File: src/rtl/operand_fetch_pkg.sv
// Shared types and constants for the operand-fetch stage.
// Bypass logic is enabled by defining OPERAND_FETCH_BYPASS_EN.
package operand_fetch_pkg;

    localparam int XLEN      = 32;
    localparam int CTRL_W    = 16;
    localparam int REG_IDX_W = 5;

    typedef enum logic {
        ST_EMPTY = 1'b0,
        ST_FULL  = 1'b1
    } state_t;

    typedef struct packed {
        logic [REG_IDX_W-1:0] rd;
        logic [XLEN-1:0]      imm;
        logic [XLEN-1:0]      pc;
        logic [CTRL_W-1:0]    ctrl;
    } side_t;

    function automatic logic idx_hit(
        input logic                 en,
        input logic [REG_IDX_W-1:0] wr,
        input logic [REG_IDX_W-1:0] rs
    );
        return en && (wr == rs) && (rs != '0);
    endfunction

endpackage

File: src/rtl/operand_bypass.sv
// Per-source writeback capture register and operand mux.
// Active only when OPERAND_FETCH_BYPASS_EN is defined.
module operand_bypass
    import operand_fetch_pkg::*;
(
    input  logic                 clk,
    input  logic                 rst,
    input  logic                 flush,
    input  logic                 capture,
    input  logic                 track,
    input  logic [REG_IDX_W-1:0] new_idx,
    input  logic [REG_IDX_W-1:0] held_idx,
    input  logic                 wb_en,
    input  logic [REG_IDX_W-1:0] wb_rd,
    input  logic [XLEN-1:0]      wb_data,
    input  logic [XLEN-1:0]      rf_read,
    output logic [XLEN-1:0]      val
);

`ifdef OPERAND_FETCH_BYPASS_EN
    logic            byp_v;
    logic [XLEN-1:0] byp_d;

    // The register file returns the pre-write value on a same-edge
    // read/write, so a capture-time hit must override it.
    always_ff @(posedge clk) begin
        if (rst || flush) begin
            byp_v <= 1'b0;
            byp_d <= '0;
        end else if (capture) begin
            if (idx_hit(wb_en, wb_rd, new_idx)) begin
                byp_v <= 1'b1;
                byp_d <= wb_data;
            end else begin
                byp_v <= 1'b0;
            end
        end else if (track && idx_hit(wb_en, wb_rd, held_idx)) begin
            byp_v <= 1'b1;
            byp_d <= wb_data;
        end
    end

    assign val = byp_v ? byp_d : rf_read;
`else
    logic unused_byp;

    assign unused_byp = ^{clk, rst, flush, capture, track, new_idx,
                          held_idx, wb_en, wb_rd, wb_data};
    assign val = rf_read;
`endif

endmodule

File: src/rtl/operand_fetch.sv
// Operand-fetch stage: single-entry pipeline register between decode and
// execute with optional writeback bypass (OPERAND_FETCH_BYPASS_EN).
module operand_fetch
    import operand_fetch_pkg::*;
(
    input  logic                 clk,
    input  logic                 rst,
    input  logic                 flush,
    input  logic                 in_valid,
    output logic                 in_ready,
    input  logic [REG_IDX_W-1:0] in_rs1,
    input  logic [REG_IDX_W-1:0] in_rs2,
    input  logic [REG_IDX_W-1:0] in_rd,
    input  logic [XLEN-1:0]      in_imm,
    input  logic [XLEN-1:0]      in_pc,
    input  logic [CTRL_W-1:0]    in_ctrl,
    output logic [REG_IDX_W-1:0] rf_r1,
    output logic [REG_IDX_W-1:0] rf_r2,
    output logic                 rf_r_en,
    input  logic [XLEN-1:0]      rf_r1_read,
    input  logic [XLEN-1:0]      rf_r2_read,
    input  logic                 wb_en,
    input  logic [REG_IDX_W-1:0] wb_rd,
    input  logic [XLEN-1:0]      wb_data,
    output logic                 out_valid,
    input  logic                 out_ready,
    output logic [XLEN-1:0]      out_rs1_val,
    output logic [XLEN-1:0]      out_rs2_val,
    output logic [REG_IDX_W-1:0] out_rd,
    output logic [XLEN-1:0]      out_imm,
    output logic [XLEN-1:0]      out_pc,
    output logic [CTRL_W-1:0]    out_ctrl
);

    state_t               state;
    side_t                side;
    logic [REG_IDX_W-1:0] held_rs1;
    logic [REG_IDX_W-1:0] held_rs2;
    logic                 accept;
    logic                 track;

    assign in_ready = !rst && !flush && ((state == ST_EMPTY) || out_ready);
    assign accept   = in_valid && in_ready;
    assign rf_r_en  = accept;
    assign rf_r1    = in_rs1;
    assign rf_r2    = in_rs2;

    // A stalled bundle keeps absorbing writes to its sources.
    assign track = (state == ST_FULL) && !out_ready && !flush && !rst;

    always_ff @(posedge clk) begin
        if (rst) begin
            state    <= ST_EMPTY;
            side     <= '0;
            held_rs1 <= '0;
            held_rs2 <= '0;
        end else if (flush) begin
            state <= ST_EMPTY;
        end else if (accept) begin
            state     <= ST_FULL;
            side.rd   <= in_rd;
            side.imm  <= in_imm;
            side.pc   <= in_pc;
            side.ctrl <= in_ctrl;
            held_rs1  <= in_rs1;
            held_rs2  <= in_rs2;
        end else if ((state == ST_FULL) && out_ready) begin
            state <= ST_EMPTY;
        end
    end

    assign out_valid = (state == ST_FULL);
    assign out_rd    = side.rd;
    assign out_imm   = side.imm;
    assign out_pc    = side.pc;
    assign out_ctrl  = side.ctrl;

    operand_bypass u_byp1 (
        .clk      (clk),
        .rst      (rst),
        .flush    (flush),
        .capture  (accept),
        .track    (track),
        .new_idx  (in_rs1),
        .held_idx (held_rs1),
        .wb_en    (wb_en),
        .wb_rd    (wb_rd),
        .wb_data  (wb_data),
        .rf_read  (rf_r1_read),
        .val      (out_rs1_val)
    );

    operand_bypass u_byp2 (
        .clk      (clk),
        .rst      (rst),
        .flush    (flush),
        .capture  (accept),
        .track    (track),
        .new_idx  (in_rs2),
        .held_idx (held_rs2),
        .wb_en    (wb_en),
        .wb_rd    (wb_rd),
        .wb_data  (wb_data),
        .rf_read  (rf_r2_read),
        .val      (out_rs2_val)
    );

endmodule

File: config.mk
export PLATFORM = sky130hd
export DESIGN_NAME = operand_fetch
export DESIGN_NICKNAME = d
export VERILOG_FILES = /design/src/rtl/operand_fetch_pkg.sv /design/src/rtl/operand_bypass.sv /design/src/rtl/operand_fetch.sv
export SDC_FILE = /design/constraint.sdc
export NUM_CORES = 1
export LEC_CHECK = 0
export ABC_AREA = 1
export BUFFER_PORTS_ARGS = -buffer_cell sky130_fd_sc_hd__buf_2
export CAP_MARGIN = 20
export CORE_AREA = 2 2 142 144
export CTS_CLUSTER_DIAMETER = 200
export DETAILED_ROUTE_END_ITERATION = 10
export DIE_AREA = 0 0 144 146
export GPL_ROUTABILITY_DRIVEN = 0
export GPL_TIMING_DRIVEN = 0
export HOLD_SLACK_MARGIN = 0.1
export RECOVER_POWER = 50
export SYNTH_ARGS = -nofsm -noshare
export SYNTH_HDL_FRONTEND = slang
export SYNTH_HIERARCHICAL = 1
export SYNTH_SLANG_ARGS = --single-unit
File: constraint.sdc
create_clock -name clk -period 1.85 [get_ports clk]
set_input_delay 0.2775 -clock clk [delete_from_list [all_inputs] [get_ports clk]]
set_output_delay 0.2775 -clock clk [all_outputs]
set_load 0.01 [all_outputs]
# Yosys cells after proc, flatten, opt, wreduce, memory -nomap -nowiden
# Index checks and enable logic that the tools add are counted.
totals:
  ff_bits: 86
  latch_bits: 0
  ramBits: 0
  romBits: 0
  input_bits: 202
  out_inout_bits: 162
  wordCells: 19
  n_memories: 0
classes:
  addsub: 0
  mul: 0
  n_div: 0
  magnitude_cmp: 0
  n_eq_ne: 0
  n_shift: 0
  muxes: 2
  bitwise_logic: 2
  n_reduce_logical: 10
ops:
  columns: ["cell", "n"]
  rows:
  - ["1-bit logical AND", 4]
  - ["1-bit zero test", 2]
  - ["1-bit 2-to-1 mux", 2]
  - ["1-bit NOT", 2]
  - ["2-bit AND reduction", 1]
  - ["2-bit nonzero test", 1]
  - ["2-bit OR reduction", 1]
  - ["1-bit logical OR", 1]

# Longest topological paths before layout
# Gate-level depths: netlist of run 1.
logic_depth:
  word_depth: 5
  mapped_depth: 8

# Hierarchy
# The synthesis of run 1 kept the hierarchy.
by_module_without_submodules:
  columns: ["mod", "instances", "cells_each", "area_per_inst_um2"]
  rows:
  - ["operand_fetch", 1, 832, 5001.0]
  - ["operand_bypass", 2, 32, 240.2]

# Worst setup path after synthesis of run 1
# OpenSTA, ideal clock, no wires.
synth_path:
  path_type: "input -> output"
  from: "input port rst"
  to: "output port in_ready"
  arrival_time_ps: 1080
  required_time_ps: 1572
  path_slack_ps: 492
  cell_stages: 5
  n_path_buf: 2
  path_cell_list: "nor2_4 -> buf_2 -> buf_2 -> inv_1 -> a21oi_1"
synth_between:
  elab_chain_len: 3
synth_lines:
  columns: ["element", "line_no", "source"]
  rows:
  - ["from (decl)", "operand_fetch.sv:7", "input logic rst,"]
  - ["1-bit zero test", null, null]
  - ["1-bit logical AND (2 in series)", "operand_fetch.sv:42", "assign in_ready = !rst && !flush && ((state == ST_EMPTY) || out_ready);"]
  - ["to (decl)", "operand_fetch.sv:10", "output logic in_ready,"]
# No other way between the ends.

# Worst setup path after layout of run 1
layout_path:
  from: "register state, in the netlist out_valid"
  to: "output port rf_r_en"
layout_between:
  elab_chain_len: 4
layout_lines:
  columns: ["element", "line_no", "source"]
  rows:
  - ["from (decl)", "operand_fetch.sv:35", "state_t state;"]
  - ["from (signal assigned)", "operand_fetch.sv:53", "state <= ST_EMPTY;"]
  - ["from (signal assigned)", "operand_fetch.sv:58", "state <= ST_EMPTY;"]
  - ["from (signal assigned)", "operand_fetch.sv:60", "state <= ST_FULL;"]
  - ["1-bit NOT", "operand_fetch.sv:42", null]
  - ["1-bit logical OR", "operand_fetch.sv:42", null]
  - ["1-bit logical AND", "operand_fetch.sv:42", null]
  - ["1-bit logical AND", "operand_fetch.sv:43", "assign accept = in_valid && in_ready;"]
  - ["to (decl)", "operand_fetch.sv:19", "output logic rf_r_en,"]
# No other way between the ends.

==> metrics.md, run 1 <==
| Metric | Value |
|---|---|
| Clock root cell | clkbuf_16 |
| Starting Density | between 20 and 30% |
| Min-Delay Path Class | in2reg |
| Drt drc | 0 |
| CTS Buffer Depth | 2 |
| Fillers | between 2000 and 2500 |
| Grt total ovfl | 0 |
| Tot Pwr | a little under 5 mW |
| Critical R2R Launch | out_valid |
| Multi-input gate area | 0.00154 sq mm |
| Via/cell ratio | between 3 and 4 |
| First-pass GRT wire length | between 20 and 25 mm |
| Skew-Pair Late Insertion Delay | between 0.3 and 0.4 ns |
| Number of port buffers | 250 |
| Final WL | 15.2 mm |
| Drt pass-1 iters | 4 |
| Unrepaired setup endpoints after global routing | no |
| Synth Instances | a little over 800 |
| Worst VDD drop | ~0.0004 V |
| Vert. Die Dim | 146 um |
| Area Growth Syn to Fin | 35.5% |
| Hold Vio Cnt, Final | 0 |
| Min cycle time layout | around 1.6 ns |
| Number of global-route vias before repair | around 4600 |
| Worst Tran Pin Value | between 0.5 and 0.6 ns |
| Worst Setup SP | out_valid |
| Core ar. | between 0.015 and 0.02 sq mm |
| GRT Util Overall | approximately 14% |
| Nets | 1278 |
| DR WL/cell | around 11 um |
| Clock skew | 0.00468 ns |
| Cts bufs inserted | 9 |
| Die Width | ~140 um |
| Critical path class | reg2out |
| H-tree depth | 3 |
| Post-Syn Nets | 1017 |
| Clock sinks | 86 |
| Pwr/cell area | 731 mW/mm^2 |
| Setup WS pre-CTS | -0.301 ns |
| 1st-iter DRT viols | about 120 |
| Startpoint Class | flop |
| HPWL Detailed | around 11 mm |
| Via count | between 5000 and 6000 |
| I/O pins | between 300 and 400 |
| Max_slew headroom | 66.2% |
| Worst Setup End Kind | output pin |
| Fraction of layout cells with a size suffix above 1 | about 22% |
| Pleak | just under 4 nW |
| Post-route ant nets | 0 |
| Area after DPL | ~0.0066 sq mm |
| Max Clk Rate | ~600 MHz |
| Worst Path Arrival | 1.36 ns |
| TritonCTS clock tree | built |
| FF+latch area | 0.00172 sq mm |
| Final instance area | 0.00676 sq mm |
| Final Max Tran Viols | 0 |
| Final worst slack | around 0.21 ns |
| Final setup viols | 0 |
| YS warnings | 6 |
| CTS clk-pin slew, worst paths | 0.07 ns |
| Die Area | approximately 0.021 sq mm |
| Status | finished clean |
| # rows | a little over 50 |
| Worst path required time | 1.57 ns |
| Initial antenna violation count | 1 |
| Fin crit share | between 80% and 90% |
| Synth Cell Area | about 0.005 sq mm |
| Crit-path max FO | 16 |
| Startpoint of the worst hold path | in_pc[12] |
| Largest net degree at the start of global routing | 14 |
| Avg Cell Area, Syn | roughly 6.1 sq um |
| # Max-Cap Violations | 0 |
-- area by class of cell --
class	count	share of cell area, %
sequential	86	25.5
multi-input combinational	345	22.8
timing repair buffer	251	16.3
inverter	259	14.4
buffer	124	11.4
tap	265	4.91
clock buffer	13	3.70
clock inverter	3	1.00
antenna	1	0.0370
-- stage by stage --
stage | hold slack, ns | util, % | std cells | setup TNS [ns]
final | 0.253 | 35.0 | 1347 | 0
after global routing | 0.264 | 34.9 | 1346 | 0
after CTS | 0.239 | 35.7 | 1346 | 0
after detailed placement | 0.493 | 34.0 | 1330 | -7.81
after global placement | 0.493 | 34.0 | 1330 | -9.05
after floorplan | 0.507 | - | 815 | 0
-- metal layers --
| metal | wire length (um) | up-vias | global-route usage [%] |
|---|---|---|---|
| met5 | 0 | - | 0 |
| met4 | 145 | 0 | 3.68 |
| met3 | 1110 | 9 | 3.92 |
| met2 | 7250 | 188 | 23.9 |
| met1 | 6700 | 2148 | 16.6 |
| li1 | - | 2777 | - |
-- placed cells by master (no fill, tap or decap) --
cell	instances
nand2_1	170
buf_4	77
nand4_1	85
diode_2	1
a21oi_1	2
buf_1	14
bufinv_16	2
clkinvlp_4	1
nor2_4	1
nand2_4	1
inv_1	254
dfxtp_1	86
nand3_4	1
clkbuf_1	145
inv_2	5
nor2_1	85
clkbuf_8	1
clkbuf_16	9
buf_2	142
-- state kept, by name, indices dropped and copies added (netlist names) --
signal	flops
out_ctrl	16
out_imm	32
out_pc	32
out_rd	5
out_valid	1
-- worst paths after layout --
| check | depth (start not counted) | slack (ns) | to |
|---|---|---|---|
| max reg2reg | 7 | 0.24 | out_imm[5] |
| min | 5 | 0.25 | out_pc[12] |
| max | 4 | 0.21 | rf_r_en |
| min reg2reg | 4 | 0.51 | out_imm[12] |
-- where the power goes --
group | switching [mW] | leakage (nW) | internal (mW)
Clock | 0.786 | 0.150 | 1.22
Sequential | 0.0487 | 0.704 | 1.95
Combinational | 0.525 | 3.00 | 0.407
-- what timing repair did --
| item | CTS | global route |
|---|---|---|
| hold buffers | 0 | 0 |
| endpoints found under the setup margin | 40 | 2 |
| buffers inserted | 0 | 1 |
| resized for setup | 6 | 0 |
| pin swaps | 0 | 1 |
| cloned | 0 | 0 |
-- worst max-delay path, cell delays in order, from the launching register on --
cell and delay [ns]:
dfxtp_1 0.35, nand2_4 0.19, nand3_4 0.24, inv_1 0.10
buf_2 0.13
(Power assumes the default switching activity.)
==> inputs of run 2 (changes only) <==
--- a/config.mk
+++ b/config.mk
@@ -5,13 +5,13 @@
 export SDC_FILE = /design/constraint.sdc
 export NUM_CORES = 1
 export LEC_CHECK = 0
-export ABC_AREA = 1
+export ABC_AREA = 0
 export BUFFER_PORTS_ARGS = -buffer_cell sky130_fd_sc_hd__buf_2
 export CAP_MARGIN = 20
-export CORE_AREA = 2 2 142 144
+export CORE_AREA = 2 2 140 142
 export CTS_CLUSTER_DIAMETER = 200
 export DETAILED_ROUTE_END_ITERATION = 10
-export DIE_AREA = 0 0 144 146
+export DIE_AREA = 0 0 142 144
 export GPL_ROUTABILITY_DRIVEN = 0
 export GPL_TIMING_DRIVEN = 0
 export HOLD_SLACK_MARGIN = 0.1
==> metrics.md, run 2 <==
| Metric | Value |
|---|---|
| Status | finished clean |
| Pleak | 2.80 nW (-27%) |
| Final WL | 11.1 mm (-27%) |
| Worst Setup End Kind | output pin |
| CTS Buffer Depth | 2 (unchanged) |
| Clock root cell | clkbuf_16 |
| Grt total ovfl | 0 (unchanged) |
| Tot Pwr | 4.75 mW (-3.8%) |
| # rows | 51 (unchanged) |
| DR WL/cell | 12.9 um (+15%) |
| I/O pins | 364 (unchanged) |
| GRT Util Overall | 10.2% (-3.5 points) |
| Max_slew headroom | 65.3% (-0.98 points) |
| HPWL Detailed | 8.70 mm (-24%) |
| Worst VDD drop | 0.000377 V (-3.5%) |
| Drt drc | 0 (unchanged) |
| Number of global-route vias before repair | 3118 (-32%) |
| Initial antenna violation count | 0 (-1) |
| Vert. Die Dim | 144 um (-1.4%) |
| Worst Setup SP | out_valid |
| Min-Delay Path Class | in2reg |
| Skew-Pair Late Insertion Delay | 0.34 ns (about the same) |
| Synth Instances | 357 (-56%) |
| Setup TNS Final | 0 ns (unchanged) |
| Placed cells | 846 (-36%) |
| Crit-path max FO | 19 (+3) |
| Startpoint Class | flop |
| Avg Cell Area, Syn | 11.4 sq um (+86%) |
| Area after DPL | 0.00563 sq mm (-14%) |
| CTS clk-pin slew, worst paths | 0.07 ns (about the same) |
| Clock skew | 0.00584 ns (+0.00117 ns) |
| Worst Tran Pin Value | 0.521 ns (+0.0146 ns) |
| Pwr/cell area | 820 mW/mm^2 (+12%) |
| Final instance area | 0.00580 sq mm (-14%) |
| Clock sinks | 86 (unchanged) |
| Critical path class | reg2out |
| 1st-iter DRT viols | 42 (-66%) |
| Die Width | 142 um (-1.4%) |
| Cts bufs inserted | 9 (unchanged) |
| Post-Syn Nets | 559 (-45%) |
| Post-route ant nets | 0 (unchanged) |
| Final setup viols | 0 (unchanged) |
| Ant diodes | 0 (-1) |
| Fraction of layout cells with a size suffix above 1 | 50.2% (+28 points) |
| Area Growth Syn to Fin | 42.3% |
| # Max-Cap Violations | 0 (unchanged) |
| Starting Density | 21.4% (-4.4 points) |
| # hold bufs at CTS | 0 (unchanged) |
| First-pass GRT wire length | 16.0 mm (-30%) |
| Final Max Tran Viols | 0 (unchanged) |
| Startpoint of the worst hold path | in_imm[6] |
| Worst Path Arrival | 1.35 ns (about the same) |
| Synth Cell Area | 0.00408 sq mm (-18%) |
| WHS | 0.153 ns (-0.0993 ns) |
| Min cycle time layout | 1.63 ns (-0.00907 ns) |
| Hold Vio Cnt, Final | 0 (unchanged) |
| Setup WS pre-CTS | 0.00409 ns (+0.305 ns) |
| Largest net degree at the start of global routing | 15 (+1) |
| Die Area | 0.0204 sq mm (-2.7%) |
| Core Util, Final | 30.4% (-4.6 points) |
| Final worst slack | 0.221 ns (+0.00908 ns) |
| YS warnings | 6 (unchanged) |
| Worst path required time | 1.57 ns (about the same) |
| Unrepaired setup endpoints after global routing | no |
| Via count | 3213 (-37%) |
| Most frequent cells in the layout | buf_2, clkbuf_1, nor2b_1, dfxtp_1, buf_4 |
| Fin cells | 861 (-36%) |
| Core ar. | 0.0191 sq mm (-1.3%) |
| Drt pass-1 iters | 4 (unchanged) |
| Max Clk Rate | 614 MHz (+0.56%) |
| Fin crit share | 88.1% (-0.49 points) |
| Nets | 820 (-36%) |
| Critical R2R Launch | out_valid |
| H-tree depth | 3 (unchanged) |
| Via/cell ratio | 3.73 (-1.9%) |
| TritonCTS clock tree | built |
| Number of port buffers | 251 (+0.40%) |
| Most common cell after layout, fill and taps aside | buf_2 |
[run 2: final cells by class]
| type | instances | area [sq um] |
|---|---|---|
| multi-input combinational | 176 | 1680 |
| clock buffer | 11 | 243 |
| inverter | 1 | 3.75 |
| buffer | 93 | 668 |
| tap | 238 | 298 |
| clock inverter | 5 | 82.6 |
| timing repair buffer | 251 | 1100 |
| sequential | 86 | 1720 |
| fill | 2067 | 13300 |
[run 2: where the power goes]
group          switching, mW  internal, mW  total (mW)  leakage, nW
Combinational          0.325         0.423       0.749         1.95
Clock                  0.782          1.22        2.00        0.148
Sequential            0.0445          1.96        2.00        0.704
[run 2: routing by layer]
layer  global-route usage, %  part of all wire, %  vias up
li1                        -                    -     1606
met1                    10.7                   38     1413
met2                    18.4                   50      188
met3                    4.47                   11        6
met4                    3.47                 0.61        0
met5                       0                    0        -
[run 2: worst max-delay path: stages, from the launching register on]
cell,delay (ns)
dfxtp_1,0.34
nand2b_1,0.10
nand3_4,0.14
buf_8,0.24
inv_1,0.05
buf_2,0.14
[run 2: what timing repair did]
action | in CTS | in global routing
resized for setup | 1 | 1
setup buffers | 0 | 0
endpoints found under the setup margin | 1 | 1
[run 2: worst paths after layout]
path / depth (start not counted) / to / slack (ns)
max: 5 / rf_r_en / 0.22
min reg2reg: 2 / out_ctrl[9] / 0.60
min: 2 / out_imm[6] / 0.15
max reg2reg: 5 / out_pc[11] / 0.38
==> inputs of run 3 (changes only) <==
--- a/config.mk
+++ b/config.mk
@@ -6,7 +6,7 @@
 export NUM_CORES = 1
 export LEC_CHECK = 0
 export ABC_AREA = 0
-export BUFFER_PORTS_ARGS = -buffer_cell sky130_fd_sc_hd__buf_2
+export BUFFER_PORTS_ARGS = -buffer_cell sky130_fd_sc_hd__buf_4
 export CAP_MARGIN = 20
 export CORE_AREA = 2 2 140 142
 export CTS_CLUSTER_DIAMETER = 200
==> metrics.md, run 3 (same netlist as run 2, synthesis figures left out) <==
| Metric | Value |
|---|---|
| Status | finished clean |
| # rows | 51 (unchanged) |
| Startpoint Class | flop |
| Most common cell after layout, fill and taps aside | buf_4 |
| CTS clk-pin slew, worst paths | 0.07 ns (about the same) |
| Die Area | 0.0204 sq mm (unchanged) |
| Min-Delay Path Class | in2reg |
| Number of port buffers | 251 (unchanged) |
| Post-route ant nets | 0 (unchanged) |
| Nets | 820 (unchanged) |
| Clock skew | 0.00636 ns (+0.000519 ns) |
| Most frequent cells in the layout | buf_4, clkbuf_1, nor2b_1, dfxtp_1, mux2_2 |
| Clock network power share | 37.3% (-4.9 points) |
| Int Pwr | 3.40 mW (-5.7%) |
| H-tree depth | 3 (unchanged) |
| Min cycle time layout | 1.64 ns (+0.0135 ns) |
| Flop pwr share | 44.4% (+2.3 points) |
| Number of global-route vias before repair | 3143 (+0.80%) |
| Worst Setup End Kind | output pin |
| Switch share | 24.7% (+0.48 points) |
| Final WL | 11.5 mm (+3.1%) |
| Final worst slack | 0.207 ns (-0.0135 ns) |
| First-pass GRT wire length | 16.2 mm (+1.1%) |
| Vert. Die Dim | 144 um (unchanged) |
| DR WL/cell | 13.4 um (+3.2%) |
| 1st-iter DRT viols | 35 (-17%) |
| Core ar. | 0.0191 sq mm (unchanged) |
| Crit-path max FO | 19 (unchanged) |
| Max Clk Rate | 609 MHz (-0.82%) |
| # Max-Cap Violations | 0 (unchanged) |
| Fin crit share | 88.8% (+0.73 points) |
| Ant diodes | 0 (unchanged) |
| Final setup viols | 0 (unchanged) |
| Drt drc | 0 (unchanged) |
| Drt pass-1 iters | 4 (unchanged) |
| Final Max Tran Viols | 0 (unchanged) |
| Setup TNS Final | 0 ns (unchanged) |
| Via/cell ratio | 3.79 (+1.5%) |
| Clock root cell | clkbuf_16 |
| Core Util, Final | 31.8% (+1.4 points) |
| Setup WS pre-CTS | 0.118 ns (+0.114 ns) |
| Max_slew headroom | 67.7% (+2.4 points) |
| Grt total ovfl | 0 (unchanged) |
| Pleak | 2.86 nW (+2.2%) |
| Initial antenna violation count | 0 (unchanged) |
| Fraction of layout cells with a size suffix above 1 | 50.0% (-0.24 points) |
| Worst VDD drop | 0.000373 V (-1.0%) |
| GRT Util Overall | 10.4% (+0.13 points) |
| NetSw | 1.12 mW (-3.2%) |
| Pwr/cell area | 744 mW/mm^2 (-9.2%) |
| Largest net degree at the start of global routing | 14 (-1) |
| Worst Tran Pin Value | 0.485 ns (-0.0362 ns) |
| WHS | 0.158 ns (+0.00466 ns) |
| Worst path required time | 1.57 ns (about the same) |
| Worst Path Arrival | 1.37 ns (+0.02 ns) |
| Cts bufs inserted | 9 (unchanged) |
| Die Width | 142 um (unchanged) |
| TritonCTS clock tree | built |
| Clock sinks | 86 (unchanged) |
| Starting Density | 21.4% (unchanged) |
| HPWL Detailed | 9.07 mm (+4.2%) |
| I/O pins | 364 (unchanged) |
| CTS Buffer Depth | 2 (unchanged) |
| Unrepaired setup endpoints after global routing | no |
| Via count | 3259 (+1.4%) |
| Area Growth Syn to Fin | 48.8% |
| Skew-Pair Late Insertion Delay | 0.34 ns (about the same) |
| Combinational share of power | 18.3% (+2.6 points) |
| Hold Vio Cnt, Final | 0 (unchanged) |
| Tot Pwr | 4.51 mW (-5.1%) |
| Critical path class | reg2out |
run 3: cell count changes in the layout (fill, tap and decap cells not counted), sizes merged:
cell and change:
clkinv +2, clkbuf +1, clkinvlp -2, bufinv -2
run 3: final cells by class:
class                   count  area, sq um
multi-input cells         176         1680
plain buffers              93          668
flip-flops and latches     86         1720
fillers                  2091        13000
inverters                   1         3.75
clock buffers              12          246
clock inverters             3         21.3
repair buffers            251         1420
well taps                 238          298
run 3: what timing repair did:
action | 4_1_cts | 5_1_grt
hold buffers | 0 | 0
setup endpoints to repair | 1 | 1
setup buffers | 0 | 0
gates resized for setup | 2 | 0
run 3: worst max-delay path: stages, from the launching register on:
cell      delay, ns
dfxtp_1        0.34
nand2b_1       0.10
nand3_4        0.14
buf_8          0.24
inv_1          0.07
buf_4          0.14
run 3: path summary, 6_finish.rpt:
path                   start          end  slack (ns)  depth (start not counted)
setup / recovery   out_valid      rf_r_en        0.21                          5
hold / removal    in_imm[10]  out_imm[10]        0.16                          2
setup reg to reg   out_valid   out_pc[25]        0.38                          5
hold reg to reg    out_pc[5]    out_pc[5]        0.60                          2
run 3: routing by layer:
metal	up-vias	track usage (%)	wire (um)
met2	189	18.0	5680
met3	4	6.09	1380
li1	1606	-	-
met5	-	0	0
met1	1460	10.6	4380
met4	0	3.00	48
run 3: power by group through the flow:
stage | Clock [mW] | Sequential, mW | Combinational [mW]
after floorplan | 0 | 2.09 | 0.413
after global placement | 0 | 2.05 | 0.945
after detailed placement | 0 | 2.05 | 0.952
after CTS | 1.79 | 2.01 | 0.955
after global routing | 1.85 | 2.02 | 0.894
final | 1.68 | 2.00 | 0.824
run 3: through the flow:
| stage | instance area (sq um) | instances |
|---|---|---|
| final | 6060 | 860 |
| after floorplan | 4080 | 357 |
| after CTS | 6540 | 861 |
| after global placement | 6260 | 846 |
| after global routing | 6060 | 860 |
| after detailed placement | 6260 | 846 |
